[config.mk]
export PLATFORM = sky130hd
export DESIGN_NAME = scancode_decoder_axis
export DESIGN_NICKNAME = d
export VERILOG_FILES = /design/src/rtl/scancode_pkg.sv /design/src/rtl/scancode_decoder_axis.sv
export SDC_FILE = /design/constraint.sdc
export NUM_CORES = 1
export LEC_CHECK = 0
export BUFFER_PORTS_ARGS = -buffer_cell sky130_fd_sc_hd__buf_2
export CAP_MARGIN = 40
export CORE_ASPECT_RATIO = 0.7
export CORE_UTILIZATION = 45
export CTS_CLUSTER_DIAMETER = 200
export DETAILED_ROUTE_END_ITERATION = 10
export GPL_ROUTABILITY_DRIVEN = 0
export PLACE_DENSITY = 0.67
export SLEW_MARGIN = 20
export SYNTH_ARGS = -nofsm -noshare
export SYNTH_HDL_FRONTEND = slang
export SYNTH_SLANG_ARGS = --single-unit
[constraint.sdc]
create_clock -name axis_aclk_i -period 2.6 [get_ports axis_aclk_i]
set_input_delay 0.13 -clock axis_aclk_i [delete_from_list [all_inputs] [get_ports axis_aclk_i]]
set_output_delay 0.13 -clock axis_aclk_i [all_outputs]
set_load 0.02 [all_outputs]
[src/rtl/scancode_pkg.sv]
// Shared constants, FSM state type and ignore-list helper for the PS/2 set-2
// scan-code decoder.
package scancode_pkg;

  localparam logic [7:0] PFX_EXT   = 8'hE0;
  localparam logic [7:0] PFX_BREAK = 8'hF0;

  localparam logic [7:0] DEF_KEY_LEFT  = 8'h6B;
  localparam logic [7:0] DEF_KEY_RIGHT = 8'h74;
  localparam logic [7:0] DEF_KEY_FIRE  = 8'h29;

  typedef enum logic [1:0] {
    ST_IDLE,
    ST_EXT,
    ST_BREAK,
    ST_EXT_BREAK
  } state_t;

  // Keyboard housekeeping bytes (BAT result, echo, ack, errors, resend).
  function automatic logic is_ignored(input logic [7:0] b);
    case (b)
      8'h00, 8'hAA, 8'hEE, 8'hFA, 8'hFC, 8'hFD, 8'hFE, 8'hFF: return 1'b1;
      default:                                               return 1'b0;
    endcase
  endfunction

endpackage

[src/rtl/scancode_decoder_axis.sv]
// AXI-Stream PS/2 set-2 scan-code decoder: tracks E0/F0 prefixes, reports
// make/break events and keeps held levels for left/right/fire keys.
module scancode_decoder_axis
  import scancode_pkg::*;
#(
  parameter int unsigned DATA_WIDTH     = 8,
  parameter int unsigned TIMEOUT_CYCLES = 5_000_000,
  parameter logic [7:0]  KEY_LEFT       = DEF_KEY_LEFT,
  parameter logic [7:0]  KEY_RIGHT      = DEF_KEY_RIGHT,
  parameter logic [7:0]  KEY_FIRE       = DEF_KEY_FIRE
) (
  input  logic                  axis_aclk_i,
  input  logic                  axis_areset_i,
  input  logic                  s_axis_tvalid_i,
  output logic                  s_axis_tready_o,
  input  logic [DATA_WIDTH-1:0] s_axis_tdata_i,
  output logic                  left_o,
  output logic                  right_o,
  output logic                  fire_o,
  output logic                  fire_pulse_o,
  output logic                  key_event_o,
  output logic [7:0]            key_code_o,
  output logic                  key_ext_o,
  output logic                  key_break_o,
  output logic                  error_o
);

  localparam int unsigned     CW  = $clog2(TIMEOUT_CYCLES + 1);
  localparam logic [CW-1:0]   TMO = CW'(TIMEOUT_CYCLES);

  state_t        state, nxt;
  logic [CW-1:0] cnt, cnt_inc;
  logic [7:0]    data;
  logic          accept, ev, ev_ext, ev_brk, bad, tmo;

  assign data    = s_axis_tdata_i[7:0];
  assign accept  = s_axis_tvalid_i && s_axis_tready_o;
  assign cnt_inc = (cnt == TMO) ? cnt : cnt + 1'b1;

  // An accepted byte is decoded first, so it pre-empts a timeout in the same cycle.
  always_comb begin
    nxt    = state;
    ev     = 1'b0;
    ev_ext = 1'b0;
    ev_brk = 1'b0;
    bad    = 1'b0;
    tmo    = 1'b0;
    if (accept) begin
      unique case (state)
        ST_IDLE: begin
          if (data == PFX_EXT)        nxt = ST_EXT;
          else if (data == PFX_BREAK) nxt = ST_BREAK;
          else if (!is_ignored(data)) ev  = 1'b1;
        end
        ST_EXT: begin
          if (data == PFX_BREAK)    nxt = ST_EXT_BREAK;
          else if (data == PFX_EXT) bad = 1'b1;
          else begin
            ev     = 1'b1;
            ev_ext = 1'b1;
            nxt    = ST_IDLE;
          end
        end
        ST_BREAK, ST_EXT_BREAK: begin
          nxt = ST_IDLE;
          if (data == PFX_EXT || data == PFX_BREAK) bad = 1'b1;
          else begin
            ev     = 1'b1;
            ev_brk = 1'b1;
            ev_ext = (state == ST_EXT_BREAK);
          end
        end
        default: nxt = ST_IDLE;
      endcase
    end else if (state != ST_IDLE && cnt_inc == TMO) begin
      tmo = 1'b1;
      nxt = ST_IDLE;
    end
  end

  always_ff @(posedge axis_aclk_i) begin
    if (axis_areset_i) begin
      state           <= ST_IDLE;
      cnt             <= '0;
      s_axis_tready_o <= 1'b0;
      left_o          <= 1'b0;
      right_o         <= 1'b0;
      fire_o          <= 1'b0;
      fire_pulse_o    <= 1'b0;
      key_event_o     <= 1'b0;
      key_code_o      <= '0;
      key_ext_o       <= 1'b0;
      key_break_o     <= 1'b0;
      error_o         <= 1'b0;
    end else begin
      state           <= nxt;
      s_axis_tready_o <= 1'b1;
      key_event_o     <= ev;
      fire_pulse_o    <= 1'b0;
      error_o         <= bad | tmo;
      cnt             <= (accept || state == ST_IDLE || nxt == ST_IDLE) ? '0 : cnt_inc;
      if (ev) begin
        key_code_o  <= data;
        key_ext_o   <= ev_ext;
        key_break_o <= ev_brk;
        if (ev_ext && data == KEY_LEFT)  left_o  <= !ev_brk;
        if (ev_ext && data == KEY_RIGHT) right_o <= !ev_brk;
        if (!ev_ext && data == KEY_FIRE) begin
          fire_o       <= !ev_brk;
          fire_pulse_o <= !ev_brk && !fire_o;
        end
      end
    end
  end

endmodule

==> results.toml, run 1 <==
[floorplanning]
std_cell_rows = 21
starting_density_pct = 46.8
die_width_um = 86.1
floorplan.die_area_mm2 = 0.00524
ios = 28
fp.coreArea_mm2 = 0.00476
die-height_um = 60.8

[yosys]
number_of_enable_flip_flop_cells_after_synthesis = 0
synth.top_cell.area_share_pct = 37.8
synth_area_per_cell_um2 = 8.87
syn_nets = 264
synthesis_warnings = 0
postSynthRegisterBits = 42
postSynth.asyncResetShare_pct = 0
synth_area_leader_cell = "sky130_fd_sc_hd__dfxtp_1"
yosys-top-cells-count = "sky130_fd_sc_hd__dfxtp_1, sky130_fd_sc_hd__nor2_1, sky130_fd_sc_hd__mux2i_1, sky130_fd_sc_hd__nand2_1, sky130_fd_sc_hd__nand3_1"
synth_area_mm2 = 0.00223
netlist_top_cells_area = "sky130_fd_sc_hd__dfxtp_1, sky130_fd_sc_hd__mux2i_1, sky130_fd_sc_hd__nor2_1, sky130_fd_sc_hd__xnor2_1, sky130_fd_sc_hd__xor2_1"
yosys.cell_count.top_type = "sky130_fd_sc_hd__dfxtp_1"
synth_flop_cell = "sky130_fd_sc_hd__dfxtp_1"
synth.distinct_cells = 51
syn_inst = 251
synth_sequential_area_ratio_pct = 37.8

[clock_network]
clock_buffers_created_by_tritoncts = 5
clock_tree.htree_level_count = 2
cts_tree = "yes"
worstSkewPairLatency_ps = 290
path_clk_slew_ps = 80
tritoncts_num_sinks = 42
post-cts-setup-buffer-count = 0
cts_max_path_buffers = 2
cts.root.buffer_cell = "sky130_fd_sc_hd__clkbuf_8"

[grt]
first_global_vias = 1688
number_of_antenna_violations_at_the_first_check_in_global_routing = 0
first_pass_grt_wire_length_mm = 8.58
grt_max_degree = 18
grt_usage_pct = 22.1
total_grt_overflow = 0

[worst_setup_path]
worst-path-buf-inv = 1
cp_num_cells = 7
critPathLaunch = "cnt[5]"
worst-endpoint-required_ps = 2740
crit_path_cell_trace = "nand3_4, or4_4, xor2_1, o221ai_1, nor4_4, buf_4, a211oi_1"
timing.rr.start = "cnt[5]"
worstSetupEndpointType = "flop"
timing.critical_path.fanout_max = 10
r2r_setup_slack_ps = 210
timing.reg2reg.worst_path_depth = 7
worstSetupEndpoint = "cnt[22]"
max_stage_delay_ps = 570
timing.critical_path.arrival_ps = 2530
slowest_stage = "sky130_fd_sc_hd__or4_4"
crit_path_start_kind = "flop"
path_class = "reg2reg"
timing.critical_path.max_delay_family = "simple AND/OR/NAND/NOR gates"
timing.rr.end = "cnt[22]"

[power_and_ir_drop]
worst_ir_drop_vdd_mv = 0.199
power_leakage_nw = 0.959
power_per_cell_area_mw_per_mm2 = 471
finalPower_mw = 1.23

[timing]
unrepaired_setup_endpoints_after_global_routing = "no"
tns_ps = 0
final-setup-viol-count = 0
slew_headroom_pct = 51.8
layout_min_cycle_time_ps = 2390
final_min_period_over_clock_period_pct = 91.9
fin_worst_skew_ps = 5.75
slew_violations = 0
fmax_ghz = 0.418
finalHoldViolations = 0
worstMarginPinSlew_ps = 718

[job]
drv.max_cap_violation_count = 0

[finish]
finish.net_count = 297
drive_above_1_share_pct = 19.6
final_cell_count_no_fill = 354
synthToLayoutAreaGrowth_pct = 17.0
finish.utilization_pct = 54.7
antennaDiodeCount = 0

[place]
placed_cells = 346
count_of_buffers_inserted_at_the_top_level_ports = 27
detailed_place_hpwl_mm = 3.87

[routing]
post_drt_antenna_nets = 0
drtPass1Iterations = 4
wl_per_cell_um = 14.6
drc = 0
vias = 1921
wl_mm = 5.19
routed_via_count_divided_by_cell_count = 5.43
drt-initial-drc-count = 127

[min_path]
worst_hold_path_type = "in2reg"
hold_start = "s_axis_tdata_i[2]"

[outcome]
status = "finished clean"
## worst min-delay path by stage
stage	to	slack, ps	depth (start not counted)
final	key_code_o[2]	140	3
after global routing	key_code_o[2]	170	3
after CTS	key_code_o[2]	140	3
after detailed placement	key_code_o[2]	440	3
after global placement	key_code_o[5]	430	3
after floorplan	state[1]	250	2
## per-layer routing
layer	global-route usage [%]	vias to the layer above	part of all wire (%)
li1	-	990	-
met1	32.8	874	54
met2	30.2	50	40
met3	6.12	7	5.0
met4	7.86	0	1.2
met5	0	-	0
## worst register-to-register path: cells and delay by family (launching register included)
family                    cells  cell delay (ps)
AOI/OAI and AO/OA             2              320
buffers and inverters         1              200
and+or+nand+nor               3             1030
xor gates and xnor gates      1              200
DFF                           1              490
## through the flow
stage	hold slack, ps	setup WS [ps]	area, um2
after detailed placement	440	212	2480
after CTS	143	189	2590
after global routing	165	4.87	2600
after floorplan	252	167	2230
final	136	210	2600
after global placement	434	258	2480
## power by group
group | internal, mW | switching [mW] | total (mW)
registers | 0.650 | 0.00362 | 0.654
logic | 0.0246 | 0.0419 | 0.0665
clock network | 0.287 | 0.218 | 0.506
total | 0.962 | 0.264 | 1.23
## cell families after synthesis
| kind of cell | Yosys count | share of synthesized area, % |
|---|---|---|
| simple gates | 118 | 31.8 |
| flops | 42 | 37.8 |
| compound gates | 34 | 10.8 |
| xor+xnor | 22 | 8.66 |
| buf+inv | 19 | 3.48 |
| mux | 13 | 5.85 |
| fa+ha+maj | 3 | 1.57 |
## what timing repair did
action                                  in CTS  in global routing
hold buffers                                 0                  0
gates resized for setup                      0                  3
endpoints found under the setup margin       0                  8
endpoints found under the hold margin        0                  0
## flip-flops by register name, indices dropped and copies added (netlist names)
signal	count
fire_o	1
state	2
s_axis_tready_o	1
error_o	1
key_break_o	1
key_code_o	8
left_o	1
cnt	23
key_event_o	1
fire_pulse_o	1
right_o	1
key_ext_o	1
## layout make-up
type	instances	area (um2)
Clock buffer	7	76.3
Clock inverter	1	30.0
Fill cell	429	2150
Inverter	8	30.0
Multi-Input combinational cell	190	1330
Sequential cell	42	842
Tap cell	69	86.3
Timing Repair Buffer	37	210
## placed cells by master (no fill, tap or decap), types with 3 or more instances in the layout
master / synthesis / layout
sky130_fd_sc_hd__nor2_1: 33 / 33
sky130_fd_sc_hd__nor4_1: 6 / 5
sky130_fd_sc_hd__dfxtp_1: 42 / 41
sky130_fd_sc_hd__clkbuf_8: 0 / 5
sky130_fd_sc_hd__nand3_1: 13 / 13
sky130_fd_sc_hd__nand2_1: 13 / 13
sky130_fd_sc_hd__and4_1: 6 / 6
sky130_fd_sc_hd__inv_1: 8 / 8
sky130_fd_sc_hd__buf_4: 0 / 10
sky130_fd_sc_hd__nor3_1: 6 / 6
sky130_fd_sc_hd__buf_2: 5 / 27
sky130_fd_sc_hd__nand2b_1: 4 / 4
sky130_fd_sc_hd__a211oi_1: 8 / 8
sky130_fd_sc_hd__a21oi_1: 6 / 6
sky130_fd_sc_hd__mux2i_1: 13 / 13
sky130_fd_sc_hd__nor2b_1: 7 / 7
sky130_fd_sc_hd__nand4_1: 9 / 9
sky130_fd_sc_hd__xor2_1: 11 / 11
sky130_fd_sc_hd__and3_1: 3 / 3
sky130_fd_sc_hd__xnor2_1: 11 / 10
Note: power is estimated with default switching activity, not from simulation.
==> run 2: changes to the inputs <==
--- a/config.mk
+++ b/config.mk
@@ -5,6 +5,7 @@
 export SDC_FILE = /design/constraint.sdc
 export NUM_CORES = 1
 export LEC_CHECK = 0
+export ABC_AREA = 1
 export BUFFER_PORTS_ARGS = -buffer_cell sky130_fd_sc_hd__buf_2
 export CAP_MARGIN = 40
 export CORE_ASPECT_RATIO = 0.7
==> run 2 against run 1 <==
Against the previous run:
- utilization grew 1.6 points
- final area rose by 7.4%
- total power up 11%
- clock skew rose by 6.8 ps
- sequential power hardly changed
- combinational power grew 4.8%
- worst setup slack worse by 4.6 ps
- critical endpoint is now cnt[2]
- highest routed layer unchanged
==> results.toml, run 2 <==
[outcome]
status = "finished clean"

[routing]
drtPass1Iterations = 6
post_drt_antenna_nets = 0
drc = 0
wl_per_cell_um = 12.5
drt-initial-drc-count = 248
vias = 2396
routed_via_count_divided_by_cell_count = 4.93
wl_mm = 6.06

[floorplanning]
std_cell_rows = 21
die-height_um = 63.3
ios = 28
die_width_um = 89.6
starting_density_pct = 48.7
floorplan.die_area_mm2 = 0.00567
fp.coreArea_mm2 = 0.00497

[power_and_ir_drop]
worst_ir_drop_vdd_mv = 0.286
power.switching_fraction_pct = 21.9
power_per_cell_area_mw_per_mm2 = 484
pwr-share-seq_pct = 48.5
power_leakage_nw = 1.09
internal-power_mw = 1.06
pwr-share-clk_pct = 46.4
switching_power_mw = 0.296
power.combinational.fraction_pct = 5.1

[yosys]
synth_area_per_cell_um2 = 6.28
synth_sequential_area_ratio_pct = 34.8
synth.top_cell.area_share_pct = 34.8
synth_area_leader_cell = "sky130_fd_sc_hd__dfxtp_1"
synth_flop_cell = "sky130_fd_sc_hd__dfxtp_1"
postSynthRegisterBits = 42
synth.distinct_cells = 29
yosys.cell_count.top_type = "sky130_fd_sc_hd__nand2_1"
synthesis_warnings = 0
postSynth.asyncResetShare_pct = 0
syn_inst = 385
synth_area_mm2 = 0.00242
netlist_top_cells_area = "sky130_fd_sc_hd__dfxtp_1, sky130_fd_sc_hd__nand2_1, sky130_fd_sc_hd__nor2_1, sky130_fd_sc_hd__inv_1, sky130_fd_sc_hd__nand3_1"
syn_nets = 398
number_of_enable_flip_flop_cells_after_synthesis = 0
yosys-top-cells-count = "sky130_fd_sc_hd__nand2_1, sky130_fd_sc_hd__nor2_1, sky130_fd_sc_hd__inv_1, sky130_fd_sc_hd__dfxtp_1, sky130_fd_sc_hd__nand3_1"

[timing]
layout_min_cycle_time_ps = 2390
worst_hold_slack_ps = 96.7
fmax_ghz = 0.418
tns_ps = 0
finalWorstSetupSlack_ps = 205
worstMarginPinSlew_ps = 382
slew_violations = 0
slew_headroom_pct = 74.5
finalHoldViolations = 0
fin_worst_skew_ps = 12.5
final-setup-viol-count = 0
final_min_period_over_clock_period_pct = 92.1
unrepaired_setup_endpoints_after_global_routing = "no"

[worst_setup_path]
path_class = "reg2reg"
timing.critical_path.fanout_max = 23
timing.critical_path.arrival_ps = 2580
crit_path_start_kind = "flop"
worst-endpoint-required_ps = 2790
worstSetupEndpointType = "flop"

[grt]
total_grt_overflow = 0
first_pass_grt_wire_length_mm = 9.67
first_global_vias = 1928
grt_usage_pct = 22.9
number_of_antenna_violations_at_the_first_check_in_global_routing = 0
grt_max_degree = 24

[job]
drv.max_cap_violation_count = 0

[clock_network]
cts_tree = "yes"
worstSkewPairLatency_ps = 310
tritoncts_num_sinks = 42
path_clk_slew_ps = 90
cts_max_path_buffers = 2
cts.root.buffer_cell = "sky130_fd_sc_hd__clkbuf_8"
clock_buffers_created_by_tritoncts = 5
clock_tree.htree_level_count = 2

[finish]
final_cell_mix = "sky130_fd_sc_hd__nand2_1, sky130_fd_sc_hd__nor2_1, sky130_fd_sc_hd__inv_1"
final_cell_count_no_fill = 486
largest_register_ff_count = 23
post-route-cell-area_mm2 = 0.00280
finish.net_count = 429
drive_above_1_share_pct = 16.1
final_common_cell = "sky130_fd_sc_hd__nand2_1"
antennaDiodeCount = 0
registers.top_by_ff_count = "cnt"
reg.largest.list = "cnt: 23 flops, key_code_o: 8 flops, state: 2 flops"
multiInputGateArea_mm2 = 0.00137
regArea_um2 = 846
n_fill_cell = 479
synthToLayoutAreaGrowth_pct = 15.8

[min_path]
worst_hold_path_type = "in2reg"

[place]
placed_area_mm2 = 0.00263
detailed_place_hpwl_mm = 4.76
worst_setup_slack_before_clock_tree_synthesis_ps = 26.7
count_of_buffers_inserted_at_the_top_level_ports = 27
placed_cells = 478
## run 2: cell type report
| class | instances | area share (%) |
|---|---|---|
| multi-input combinational | 286 | 49.0 |
| clock buffer | 5 | 2.46 |
| inverter | 52 | 6.98 |
| clock inverter | 3 | 2.46 |
| timing repair buffer | 29 | 5.81 |
| sequential | 42 | 30.2 |
| tap | 69 | 3.09 |
## run 2: cell families (layout without fill, tap and decap cells)
kind of cell	after synthesis	after routing	share of synthesized area (%)
compound gates	39	39	8.96
xor+xnor	8	8	2.90
fa+ha+maj	2	2	1.04
buf+inv	57	89	9.63
flops	42	42	34.8
simple gates	237	237	42.7
## run 2: metrics by stage
stage          utilization, %  total power, mW
6_report                 56.3             1.36
3_3_place_gp             52.9            0.741
5_1_grt                  56.3             1.40
4_1_cts                  55.7             1.36
3_5_place_dp             52.9            0.741
2_1_floorplan               -            0.714
## run 2: worst paths after layout
kind,from,to,slack [ps],depth (start not counted)
worst max-delay path,cnt[0],cnt[2],210,15
worst min-delay path,axis_areset_i,fire_o,100,2
worst max register to register,cnt[0],cnt[2],210,15
worst min register to register,left_o,left_o,450,2
## run 2: power groups by stage
| stage | registers (mW) | logic, mW | clock network, mW |
|---|---|---|---|
| floorplan | 0.685 | 0.0299 | 0 |
| global placement | 0.672 | 0.0694 | 0 |
| detailed placement | 0.672 | 0.0693 | 0 |
| CTS | 0.657 | 0.0694 | 0.638 |
| global route | 0.658 | 0.0778 | 0.667 |
| finish | 0.657 | 0.0697 | 0.628 |
## run 2: repair_timing
item / CTS / global route
hold buffers: 0 / 0
resized for setup: 0 / 10
buffers inserted: 0 / 0
endpoints found under the setup margin: 0 / 23
## run 2: worst max-delay path, stage by stage, from the launching register on
cell and delay, ps:
sky130_fd_sc_hd__dfxtp_2 400, sky130_fd_sc_hd__ha_4 190, sky130_fd_sc_hd__nand3_1 190, sky130_fd_sc_hd__nor2_4 210, sky130_fd_sc_hd__nand3_1 100, sky130_fd_sc_hd__nand2_1 70
sky130_fd_sc_hd__nand2_1 60, sky130_fd_sc_hd__nor2_1 180, sky130_fd_sc_hd__nand3_1 120, sky130_fd_sc_hd__nor2_2 150, sky130_fd_sc_hd__nand2_2 80, sky130_fd_sc_hd__a21boi_2 140
sky130_fd_sc_hd__nand2_1 70, sky130_fd_sc_hd__nand2_2 80, sky130_fd_sc_hd__buf_12 180, sky130_fd_sc_hd__nor2_1 60
## run 2: layer usage
metal | wire [um] | vias up | track usage [%]
li1 | - | 1269 | -
met2 | 2070 | 102 | 25.3
met1 | 3280 | 1017 | 40.4
met5 | 0 | - | 0
met4 | 65 | 0 | 7.14
met3 | 651 | 8 | 4.33
==> run 3: changes to the inputs <==
--- a/config.mk
+++ b/config.mk
@@ -14,6 +14,7 @@
 export DETAILED_ROUTE_END_ITERATION = 10
 export GPL_ROUTABILITY_DRIVEN = 0
 export PLACE_DENSITY = 0.67
+export RECOVER_POWER = 100
 export SLEW_MARGIN = 20
 export SYNTH_ARGS = -nofsm -noshare
 export SYNTH_HDL_FRONTEND = slang
==> run 3 against run 2 <==
Against the previous run:
- clock-buffer cell count is the same
- via count shrank 0.88%
- non-clock buffer count unchanged
- worst setup slack improved by 21 ps
- critical path type unchanged
- largest power group unchanged
- clock power barely moved
==> results.toml, run 3 (same netlist as run 2, synthesis figures left out) <==
[routing]
vias = 2375
wl_mm = 6.06
met3WireLength_um = 599
wl_per_cell_um = 12.5
drtPass1Iterations = 5
maxUsedRoutingLayer = "met4"
routed_via_count_divided_by_cell_count = 4.89
drc = 0
wire_length_the_detailed_router_placed_on_met1_mm = 3.32
post_drt_antenna_nets = 0
met2_length_mm = 2.09
drt-initial-drc-count = 244

[finish]
final_common_cell = "sky130_fd_sc_hd__nand2_1"
synthToLayoutAreaGrowth_pct = 14.0
antennaDiodeCount = 0
largest_register_ff_count = 23
post-route-cell-area_mm2 = 0.00275
finish.net_count = 429
registers.top_by_ff_count = "cnt"
finish.utilization_pct = 55.5
drive_above_1_share_pct = 9.59
multiInputGateArea_mm2 = 0.00135
n_fill_cell = 500
final_cell_count_no_fill = 486
reg.largest.list = "cnt: 23 flops, key_code_o: 8 flops, state: 2 flops"
regArea_um2 = 846
final_cell_mix = "sky130_fd_sc_hd__nand2_1, sky130_fd_sc_hd__nor2_1, sky130_fd_sc_hd__inv_1"

[timing]
worst_hold_slack_ps = 129
fin_worst_skew_ps = 11.3
final_min_period_over_clock_period_pct = 91.3
unrepaired_setup_endpoints_after_global_routing = "no"
finalHoldViolations = 0
layout_min_cycle_time_ps = 2370
worstMarginPinSlew_ps = 393
tns_ps = 0
slew_violations = 0
slew_headroom_pct = 73.8
final-setup-viol-count = 0
finalWorstSetupSlack_ps = 226
fmax_ghz = 0.421

[floorplanning]
floorplan.die_area_mm2 = 0.00567
fp.coreArea_mm2 = 0.00497
die-height_um = 63.3
starting_density_pct = 48.7
std_cell_rows = 21
ios = 28
die_width_um = 89.6

[grt]
grt_max_degree = 24
total_grt_overflow = 0
number_of_antenna_violations_at_the_first_check_in_global_routing = 0
first_pass_grt_wire_length_mm = 9.67
first_global_vias = 1928
grt_usage_pct = 22.9

[power_and_ir_drop]
pwr-share-clk_pct = 46.5
pwr-share-seq_pct = 48.6
worst_ir_drop_vdd_mv = 0.286
power_leakage_nw = 1.01
power.combinational.fraction_pct = 4.9
power.switching_fraction_pct = 21.9
power_per_cell_area_mw_per_mm2 = 491
internal-power_mw = 1.06
finalPower_mw = 1.35
switching_power_mw = 0.296

[worst_setup_path]
path_class = "reg2reg"
timing.rr.start = "cnt[0]"
crit_path_start_kind = "flop"
slowest_stage = "sky130_fd_sc_hd__dfxtp_2"
timing.critical_path.arrival_ps = 2560
critPathLaunch = "cnt[0]"
max_stage_delay_ps = 400
timing.critical_path.fanout_max = 23
worstSetupEndpointType = "flop"
worst-endpoint-required_ps = 2790
crit_path_cell_trace = "ha_4, nand3_1, nor2_4, nand3_1, nand2_1, nand2_1, nor2_1, nand3_1, nor2_2, nand2_2, a21boi_2, nand2_1, nand2_2, buf_12, nor2_1"

[clock_network]
cts_tree = "yes"
tritoncts_num_sinks = 42
post-cts-setup-buffer-count = 0
clock_buffers_created_by_tritoncts = 5
cts.hold.buffers_added = 0
worstSkewPairLatency_ps = 300
cts.root.buffer_cell = "sky130_fd_sc_hd__clkbuf_8"
cts_max_path_buffers = 2
clock_tree.htree_level_count = 2
cts_resized = 0
path_clk_slew_ps = 80

[min_path]
hold_start = "s_axis_tdata_i[5]"
worst_hold_path_type = "in2reg"

[place]
count_of_buffers_inserted_at_the_top_level_ports = 27
detailed_place_hpwl_mm = 4.76
placed_cells = 478
worst_setup_slack_before_clock_tree_synthesis_ps = 26.7
placed_area_mm2 = 0.00263

[outcome]
status = "finished clean"

[job]
drv.max_cap_violation_count = 0
## run 3: worst paths after layout
kind	depth (start not counted)	slack, ps	endpoint
setup / recovery	15	230	cnt[2]
hold / removal	3	130	key_code_o[5]
setup reg to reg	15	230	cnt[2]
hold reg to reg	2	450	left_o
## run 3: area by class of cell
cell class,count,area share [%]
clock buffers,5,2.50
clock inverters,3,2.50
inverters,52,7.09
multi-input cells,286,49.0
flip-flops and latches,42,30.7
well taps,69,3.13
repair buffers,29,5.04
## run 3: power groups by stage
stage	Sequential [mW]	Combinational, mW	Clock, mW
after global routing	0.659	0.0746	0.667
after detailed placement	0.672	0.0693	0
after CTS	0.657	0.0694	0.638
final	0.657	0.0665	0.628
after global placement	0.672	0.0694	0
after floorplan	0.685	0.0299	0
## run 3: per-layer routing
layer | global-route usage, % | vias to the layer above
met5 | 0 | -
met4 | 7.14 | 0
met3 | 4.33 | 7
met2 | 25.3 | 109
met1 | 40.4 | 990
li1 | - | 1269
## run 3: worst max-delay path: cells and delay by family, from the launching register on
kind / cells / cell delay [ps]
AND/OR/NAND/NOR: 12 / 1360
flip-flops: 1 / 400
adder cells (fa/ha/maj): 1 / 190
buffers and inverters: 1 / 170
AO/OA/AOI/OAI: 1 / 140
